<file path="src/rtl/decode_reg_file_pkg.sv">
// Shared types and sizing for the decode-stage register file.
// Addresses 0-31 are integer r0-r31, 32-63 are FP f0-f31.
package decode_reg_file_pkg;

    localparam int REG_ADDR_W = 6;
    localparam int DATA_W     = 32;
    localparam int NUM_REGS   = 64;
    localparam int FP_BASE    = 32;

    typedef logic [REG_ADDR_W-1:0] addr_t;
    typedef logic [0:DATA_W-1]     data_t;

    localparam addr_t ZERO_REG = '0;

endpackage

</file>
<file path="src/rtl/decode_reg_file_if.sv">
// Decode-side bundle: write-back, source reads, reservation, hazard.
// master = decode/writeback side, slave = register file.
interface decode_reg_file_if;
    import decode_reg_file_pkg::*;

    logic  RegWBWE;
    addr_t RegWBAddr;
    data_t RegWBData;
    addr_t RAddrA;
    addr_t RAddrB;
    logic  SrcAUsed;
    logic  SrcBUsed;
    logic  ReserveEn;
    addr_t ReserveAddr;
    data_t RDataA;
    data_t RDataB;
    logic  Hazard;

    modport master (
        output RegWBWE, RegWBAddr, RegWBData,
        output RAddrA, RAddrB, SrcAUsed, SrcBUsed,
        output ReserveEn, ReserveAddr,
        input  RDataA, RDataB, Hazard
    );

    modport slave (
        input  RegWBWE, RegWBAddr, RegWBData,
        input  RAddrA, RAddrB, SrcAUsed, SrcBUsed,
        input  ReserveEn, ReserveAddr,
        output RDataA, RDataB, Hazard
    );

endinterface

</file>
<file path="src/rtl/decode_reg_file_scoreboard.sv">
// Busy-bit scoreboard: RAW/WAW hazard detect, reserve on issue,
// release on write-back. A same-cycle write-back hides the busy bit.
module reg_scoreboard
    import decode_reg_file_pkg::*;
(
    input  logic  clk,
    input  logic  reset,
    input  logic  a_used_i,
    input  addr_t a_addr_i,
    input  logic  b_used_i,
    input  addr_t b_addr_i,
    input  logic  set_en_i,
    input  addr_t set_addr_i,
    input  logic  clr_en_i,
    input  addr_t clr_addr_i,
    output logic  hazard_o
);

    logic [NUM_REGS-1:0] busy_q;
    logic [NUM_REGS-1:0] busy_d;
    logic                a_busy;
    logic                b_busy;
    logic                w_busy;

    function automatic logic pending(
        input logic [NUM_REGS-1:0] busy,
        input addr_t               a,
        input logic                clr,
        input addr_t               clr_a
    );
        return busy[a] && !(clr && clr_a == a);
    endfunction

    assign a_busy   = pending(busy_q, a_addr_i, clr_en_i, clr_addr_i);
    assign b_busy   = pending(busy_q, b_addr_i, clr_en_i, clr_addr_i);
    assign w_busy   = pending(busy_q, set_addr_i, clr_en_i, clr_addr_i);
    assign hazard_o = (a_used_i && a_busy)
                    || (b_used_i && b_busy)
                    || (set_en_i && w_busy);

    // Set is applied after clear so a same-address reservation wins.
    always_comb begin
        busy_d = busy_q;
        if (clr_en_i) busy_d[clr_addr_i] = 1'b0;
        if (set_en_i && !hazard_o && set_addr_i != ZERO_REG)
            busy_d[set_addr_i] = 1'b1;
        busy_d[0] = 1'b0;
    end

    always_ff @(posedge clk or posedge reset) begin
        if (reset) busy_q <= '0;
        else       busy_q <= busy_d;
    end

endmodule

</file>
<file path="src/rtl/decode_reg_file.sv">
// 64x32 integer/FP register file with write-before-read bypass
// and a busy-bit scoreboard that raises Hazard to stall decode.
module decode_reg_file
    import decode_reg_file_pkg::*;
(
    input  logic          clk,
    input  logic          reset,
    decode_reg_file_if.slave rf
);

    data_t regs_q [NUM_REGS];
    logic  wr_en;

    assign wr_en = rf.RegWBWE && rf.RegWBAddr != ZERO_REG;

    always_ff @(posedge clk or posedge reset) begin
        if (reset) begin
            for (int i = 0; i < NUM_REGS; i++) regs_q[i] <= '0;
        end else if (wr_en) begin
            regs_q[rf.RegWBAddr] <= rf.RegWBData;
        end
    end

    function automatic data_t rd(
        input data_t q,
        input addr_t a,
        input logic  we,
        input addr_t wa,
        input data_t wd
    );
        if (we && wa == a)   return wd;
        if (a == ZERO_REG)   return '0;
        return q;
    endfunction

    assign rf.RDataA = rd(regs_q[rf.RAddrA], rf.RAddrA,
                          wr_en, rf.RegWBAddr, rf.RegWBData);
    assign rf.RDataB = rd(regs_q[rf.RAddrB], rf.RAddrB,
                          wr_en, rf.RegWBAddr, rf.RegWBData);

    reg_scoreboard u_sb (
        .clk        (clk),
        .reset      (reset),
        .a_used_i   (rf.SrcAUsed),
        .a_addr_i   (rf.RAddrA),
        .b_used_i   (rf.SrcBUsed),
        .b_addr_i   (rf.RAddrB),
        .set_en_i   (rf.ReserveEn),
        .set_addr_i (rf.ReserveAddr),
        .clr_en_i   (rf.RegWBWE),
        .clr_addr_i (rf.RegWBAddr),
        .hazard_o   (rf.Hazard)
    );

endmodule

</file>
<file path="src/flat_wrapper.sv">
// flat-port wrapper written by rule: the top's interface ports become plain ports
module decode_reg_file_flat import decode_reg_file_pkg::*;
  (clk, reset, rf_RegWBWE, rf_RegWBAddr, rf_RegWBData, rf_RAddrA, rf_RAddrB, rf_SrcAUsed, rf_SrcBUsed, rf_ReserveEn, rf_ReserveAddr, rf_RDataA, rf_RDataB, rf_Hazard);
  decode_reg_file_if rf_i ();
  input  logic clk;
  input  logic reset;
  input wire logic [$bits(rf_i.RegWBWE)-1:0] rf_RegWBWE;
  input wire logic [$bits(rf_i.RegWBAddr)-1:0] rf_RegWBAddr;
  input wire logic [$bits(rf_i.RegWBData)-1:0] rf_RegWBData;
  input wire logic [$bits(rf_i.RAddrA)-1:0] rf_RAddrA;
  input wire logic [$bits(rf_i.RAddrB)-1:0] rf_RAddrB;
  input wire logic [$bits(rf_i.SrcAUsed)-1:0] rf_SrcAUsed;
  input wire logic [$bits(rf_i.SrcBUsed)-1:0] rf_SrcBUsed;
  input wire logic [$bits(rf_i.ReserveEn)-1:0] rf_ReserveEn;
  input wire logic [$bits(rf_i.ReserveAddr)-1:0] rf_ReserveAddr;
  output wire logic [$bits(rf_i.RDataA)-1:0] rf_RDataA;
  output wire logic [$bits(rf_i.RDataB)-1:0] rf_RDataB;
  output wire logic [$bits(rf_i.Hazard)-1:0] rf_Hazard;
  assign rf_i.RegWBWE = rf_RegWBWE;
  assign rf_i.RegWBAddr = rf_RegWBAddr;
  assign rf_i.RegWBData = rf_RegWBData;
  assign rf_i.RAddrA = rf_RAddrA;
  assign rf_i.RAddrB = rf_RAddrB;
  assign rf_i.SrcAUsed = rf_SrcAUsed;
  assign rf_i.SrcBUsed = rf_SrcBUsed;
  assign rf_i.ReserveEn = rf_ReserveEn;
  assign rf_i.ReserveAddr = rf_ReserveAddr;
  assign rf_RDataA = rf_i.RDataA;
  assign rf_RDataB = rf_i.RDataB;
  assign rf_Hazard = rf_i.Hazard;
  decode_reg_file u_core (.clk(clk), .reset(reset), .rf(rf_i));
endmodule
</file>
<file path="config.mk">
export PLATFORM = sky130hd
export DESIGN_NAME = decode_reg_file_flat
export DESIGN_NICKNAME = d
export VERILOG_FILES = /design/src/rtl/decode_reg_file_pkg.sv /design/src/rtl/decode_reg_file_if.sv /design/src/rtl/decode_reg_file_scoreboard.sv /design/src/rtl/decode_reg_file.sv /design/src/flat_wrapper.sv
export SDC_FILE = /design/constraint.sdc
export NUM_CORES = 2
export LEC_CHECK = 0
export BUFFER_PORTS_ARGS = -buffer_cell sky130_fd_sc_hd__buf_2
export CAP_MARGIN = 10
export CORE_MARGIN = 2
export CORE_UTILIZATION = 58
export CTS_CLUSTER_SIZE = 10
export DETAILED_ROUTE_END_ITERATION = 7
export PLACE_DENSITY = 0.87
export SYNTH_ARGS = -nofsm -noshare
export SYNTH_HDL_FRONTEND = slang
export SYNTH_SLANG_ARGS = --single-unit
</file>
<file path="constraint.sdc">
create_clock -name clk -period 69.9 [get_ports clk]
set_clock_uncertainty 0.1 [all_clocks]
set_input_delay 6.99 -clock clk [delete_from_list [all_inputs] [get_ports clk]]
set_output_delay 6.99 -clock clk [all_outputs]
set_load 0.005 [all_outputs]
</file>
==> metrics.txt <==
# TYPE chip_impl_metric gauge
chip_impl_metric{name="area_of_the_multi_input_gates",unit="mm2"} 0.0573
chip_impl_metric{name="total_routed_length",unit="mm"} 336
chip_impl_metric{name="final-seq-area",unit="mm2"} 0.0528
chip_impl_metric{name="port-buffer-count",unit=""} 126
chip_impl_metric{name="grt_start_max_net_pins",unit=""} 195
chip_impl_metric{name="syn_avg_cell_area",unit="um2"} 16.5
chip_impl_metric{name="worst_pin_slew",unit="ps"} 1400
chip_impl_metric{name="dpl.cell_count",unit=""} 8800
chip_impl_metric{name="num-nets-final",unit=""} 6555
chip_impl_metric{name="route.detailed.vias_per_inst",unit=""} 7.68
chip_impl_metric{name="core_region_area",unit="mm2"} 0.194
chip_impl_metric{name="power.density_cell_area",unit="mW/mm2"} 26.2
chip_impl_metric{name="report.final.setup_viol",unit=""} 0
chip_impl_info{name="postSynth.topFlopCell",value="sky130_fd_sc_hd__dfrtp_1"} 1
chip_impl_metric{name="start_util",unit="%"} 58.2
chip_impl_metric{name="clock_sink_count",unit=""} 2111
chip_impl_info{name="critical_path.slowest_cell",value="sky130_fd_sc_hd__buf_4"} 1
chip_impl_metric{name="place_hpwl",unit="mm"} 174
chip_impl_metric{name="floorplan.die_area",unit="mm2"} 0.198
chip_impl_info{name="synth_area_leader_cell",value="sky130_fd_sc_hd__dfrtp_1"} 1
chip_impl_metric{name="vias",unit=""} 69800
chip_impl_info{name="critPathKind",value="in2out"} 1
chip_impl_metric{name="final_min_period",unit="ps"} 20320
chip_impl_metric{name="drc",unit=""} 1
chip_impl_metric{name="synth_enable_flop_cells",unit=""} 0
chip_impl_metric{name="cts.hold.buffers_added",unit=""} 0
chip_impl_metric{name="clock_tree.buffer_depth",unit=""} 3
chip_impl_metric{name="avgRoutedWirePerCell",unit="um"} 37.0
chip_impl_metric{name="maxCapViolCount",unit=""} 0
chip_impl_metric{name="rows",unit=""} 162
chip_impl_info{name="failing_checks",value="design-rule violations"} 1
chip_impl_metric{name="post-cts-setup-buffer-count",unit=""} 0
chip_impl_metric{name="timing.critical_path.slowest_cell_delay",unit="ps"} 890
chip_impl_metric{name="yosys_cell_types",unit=""} 56
chip_impl_info{name="min_path_type",value="reg2reg"} 1
chip_impl_metric{name="worstPathBufferInverterCount",unit=""} 6
chip_impl_metric{name="critPathArrivalTime",unit="ps"} 13230
chip_impl_metric{name="chipHeight",unit="um"} 445
chip_impl_metric{name="synth.net_count",unit=""} 6905
chip_impl_metric{name="number_of_global_route_vias_before_repair",unit=""} 72900
chip_impl_metric{name="filler_cell_count",unit=""} 13000
chip_impl_metric{name="timing.final.hold_violations",unit=""} 0
chip_impl_metric{name="detail_route.iter0.violations",unit=""} 8636
chip_impl_metric{name="ys.warnings.count",unit=""} 0
chip_impl_info{name="cts_root_buf",value="sky130_fd_sc_hd__clkbuf_16"} 1
chip_impl_metric{name="crit_required",unit="ps"} 62810
chip_impl_metric{name="drv_slew",unit=""} 0
chip_impl_metric{name="finalHoldWorstSlack",unit="ps"} 294
chip_impl_metric{name="timing.critical_path.fanout_max",unit=""} 98
chip_impl_metric{name="report.power.total",unit="uW"} 3170
chip_impl_metric{name="postSynthCellCount",unit=""} 6843
chip_impl_metric{name="cts-buffers-inserted",unit=""} 232
chip_impl_metric{name="cts.reportedPaths.clkPinSlew",unit="ps"} 60
chip_impl_info{name="synth_top_cells_by_count",value="sky130_fd_sc_hd__dfrtp_1, sky130_fd_sc_hd__mux2_2, sky130_fd_sc_hd__mux4_2, sky130_fd_sc_hd__clkbuf_1, sky130_fd_sc_hd__nand2_1"} 1
chip_impl_metric{name="drt.antenna.violating_nets",unit=""} 0
chip_impl_info{name="synth.most_common_cell",value="sky130_fd_sc_hd__dfrtp_1"} 1
chip_impl_metric{name="timing.fmax",unit="MHz"} 49.2
chip_impl_metric{name="max-slew-margin-rel",unit="%"} 6.27
chip_impl_metric{name="grt_usage",unit="%"} 34.4
chip_impl_metric{name="htree_num_levels",unit=""} 4
chip_impl_metric{name="area_added_between_synthesis_and_finish",unit="%"} 7.39
chip_impl_info{name="cp_cell_sequence",value="buf_8 > buf_4 > buf_12 > buf_4 > buf_4 > mux4_2 > mux4_2 > mux4_2 > a22o_1 > buf_2"} 1
chip_impl_info{name="tritoncts",value="yes"} 1
chip_impl_metric{name="overflow_left_after_global_routing",unit=""} 0
chip_impl_metric{name="cts_repair_resize_count",unit=""} 0
chip_impl_metric{name="leakage",unit="uW"} 0.0537
chip_impl_metric{name="yosysTopAreaCellShare",unit="%"} 46.8
chip_impl_metric{name="die_width",unit="um"} 445
chip_impl_metric{name="antenna_found_initial",unit=""} 13
chip_impl_metric{name="vdd.ir_drop.worst",unit="mV"} 0.0312
chip_impl_metric{name="insertion_delay",unit="ps"} 910
chip_impl_metric{name="ioPinCount",unit=""} 127
chip_impl_metric{name="globalplace.congestion",unit=""} 0.879
chip_impl_metric{name="finalSetupTns",unit="ps"} 0
chip_impl_metric{name="fin_cells",unit=""} 9081
chip_impl_info{name="path_delay_family",value="buffers and inverters"} 1
chip_impl_metric{name="timing.final.crit_share",unit="%"} 29.1
chip_impl_info{name="rsz_0062_raised_after_global_routing",value="false"} 1
chip_impl_metric{name="firstDrtPassIters",unit=""} 8
chip_impl_info{name="synth_area_leaders",value="sky130_fd_sc_hd__dfrtp_1, sky130_fd_sc_hd__mux4_2, sky130_fd_sc_hd__mux2_2"} 1
chip_impl_metric{name="final.setup.worst_slack",unit="ps"} 49580
chip_impl_metric{name="ys_async_sr_fraction",unit="%"} 100
chip_impl_metric{name="syn-cell-area",unit="mm2"} 0.113
chip_impl_metric{name="synth-seq-area-share",unit="%"} 46.8
chip_impl_metric{name="layout-drive-gt1-share",unit="%"} 60.7
chip_impl_metric{name="dp_slack",unit="ps"} 49380
chip_impl_metric{name="synth-seq-cells",unit=""} 2111
chip_impl_info{name="status",value="complete, but fails checks"} 1
chip_impl_info{name="crit_path_end_kind",value="primary output"} 1
chip_impl_metric{name="wire_length_of_the_first_global_routing_pass",unit="mm"} 496
chip_impl_info{name="timing.critical_path.from_type",value="input port"} 1
-- path summary, 6_finish.rpt --
path	from	to	slack (ps)	depth (start not counted)
min reg2reg	u_core.regs_q[2024]$_DFFE_PP0P_	u_core.regs_q[2024]$_DFFE_PP0P_	290	0
min in group asynchronous	reset	u_core.regs_q[221]$_DFFE_PP0P_	6070	2
max reg2reg	u_core.u_sb.busy_q[51]$_DFF_PP0_	u_core.u_sb.busy_q[32]$_DFF_PP0_	66250	8
min	u_core.regs_q[2024]$_DFFE_PP0P_	u_core.regs_q[2024]$_DFFE_PP0P_	290	0
max in group asynchronous	reset	u_core.regs_q[1421]$_DFFE_PP0P_	59390	6
max	rf_RAddrB[0]	rf_RDataB[16]	49580	10
-- metrics by stage --
stage                     instance area (um2)  util (%)
after global routing                   121000      62.5
final                                  121000      62.5
after CTS                              121000      62.5
after floorplan                        113000         -
after detailed placement               115000      59.2
after global placement                 115000      59.2
-- flip-flops by register name (all words and copies together), names as in the netlist --
name and flops:
u_core.regs_q 2048, u_core.u_sb.busy_q 63
-- layout by cell type (no fill, tap or decap), types with 3 or more instances in the layout --
cell type and count:
sky130_fd_sc_hd__dfrtp_1 2111, sky130_fd_sc_hd__mux2_2 2023, sky130_fd_sc_hd__mux4_2 1375, sky130_fd_sc_hd__clkbuf_16 232, sky130_fd_sc_hd__nand2_1 117, sky130_fd_sc_hd__buf_2 116, sky130_fd_sc_hd__buf_4 93, sky130_fd_sc_hd__o21ai_0 85
sky130_fd_sc_hd__a22o_1 66, sky130_fd_sc_hd__nand2_4 42, sky130_fd_sc_hd__mux2i_1 35, sky130_fd_sc_hd__clkbuf_1 21, sky130_fd_sc_hd__nor2_1 18, sky130_fd_sc_hd__nor2_4 17, sky130_fd_sc_hd__xnor2_1 15, sky130_fd_sc_hd__buf_12 12
sky130_fd_sc_hd__clkinv_16 9, sky130_fd_sc_hd__nand2b_1 8, sky130_fd_sc_hd__nand3_1 8, sky130_fd_sc_hd__inv_1 8, sky130_fd_sc_hd__and3b_1 7, sky130_fd_sc_hd__buf_8 7, sky130_fd_sc_hd__diode_2 6, sky130_fd_sc_hd__nor4_1 6
sky130_fd_sc_hd__o22ai_1 6, sky130_fd_sc_hd__nand3b_1 5, sky130_fd_sc_hd__nor3_2 5, sky130_fd_sc_hd__nand4_1 5, sky130_fd_sc_hd__nor3b_1 5, sky130_fd_sc_hd__or2_2 4, sky130_fd_sc_hd__and2_4 4, sky130_fd_sc_hd__nor3_1 4
sky130_fd_sc_hd__nor2b_1 4, sky130_fd_sc_hd__clkbuf_8 4, sky130_fd_sc_hd__nor3b_2 3, sky130_fd_sc_hd__xor2_1 3, sky130_fd_sc_hd__inv_16 3
-- report_power, final --
part	internal, uW	total, uW	switching, uW
logic	343	572	230
clock network	598	1090	491
registers	1390	1510	126
total	2330	3170	847
-- area by class of cell --
type	count	share of cell area, %
multi-input combinational	3907	47.2
sequential	2111	43.5
clock buffer	257	4.89
tap	2542	2.62
timing repair buffer	229	1.34
clock inverter	17	0.332
inverter	12	0.0516
antenna	6	0.0124
-- routing by layer --
layer / vias up / track usage [%] / wire [um]
li1: 26000 / - / -
met5: - / 0 / 85
met3: 1491 / 9.54 / 37400
met4: 12 / 22.5 / 26400
met2: 4860 / 53.6 / 160000
met1: 37400 / 42.5 / 113000
-- cell families after synthesis --
| logic type | after synthesis | share of synthesized area (%) |
|---|---|---|
| AND/OR/NAND/NOR | 271 | 1.10 |
| multiplexers | 3433 | 47.9 |
| XOR/XNOR | 18 | 0.140 |
| buffers and inverters | 825 | 3.02 |
| flip-flops | 2111 | 46.8 |
| AO/OA/AOI/OAI | 185 | 1.11 |
(Power assumes the default switching activity.)
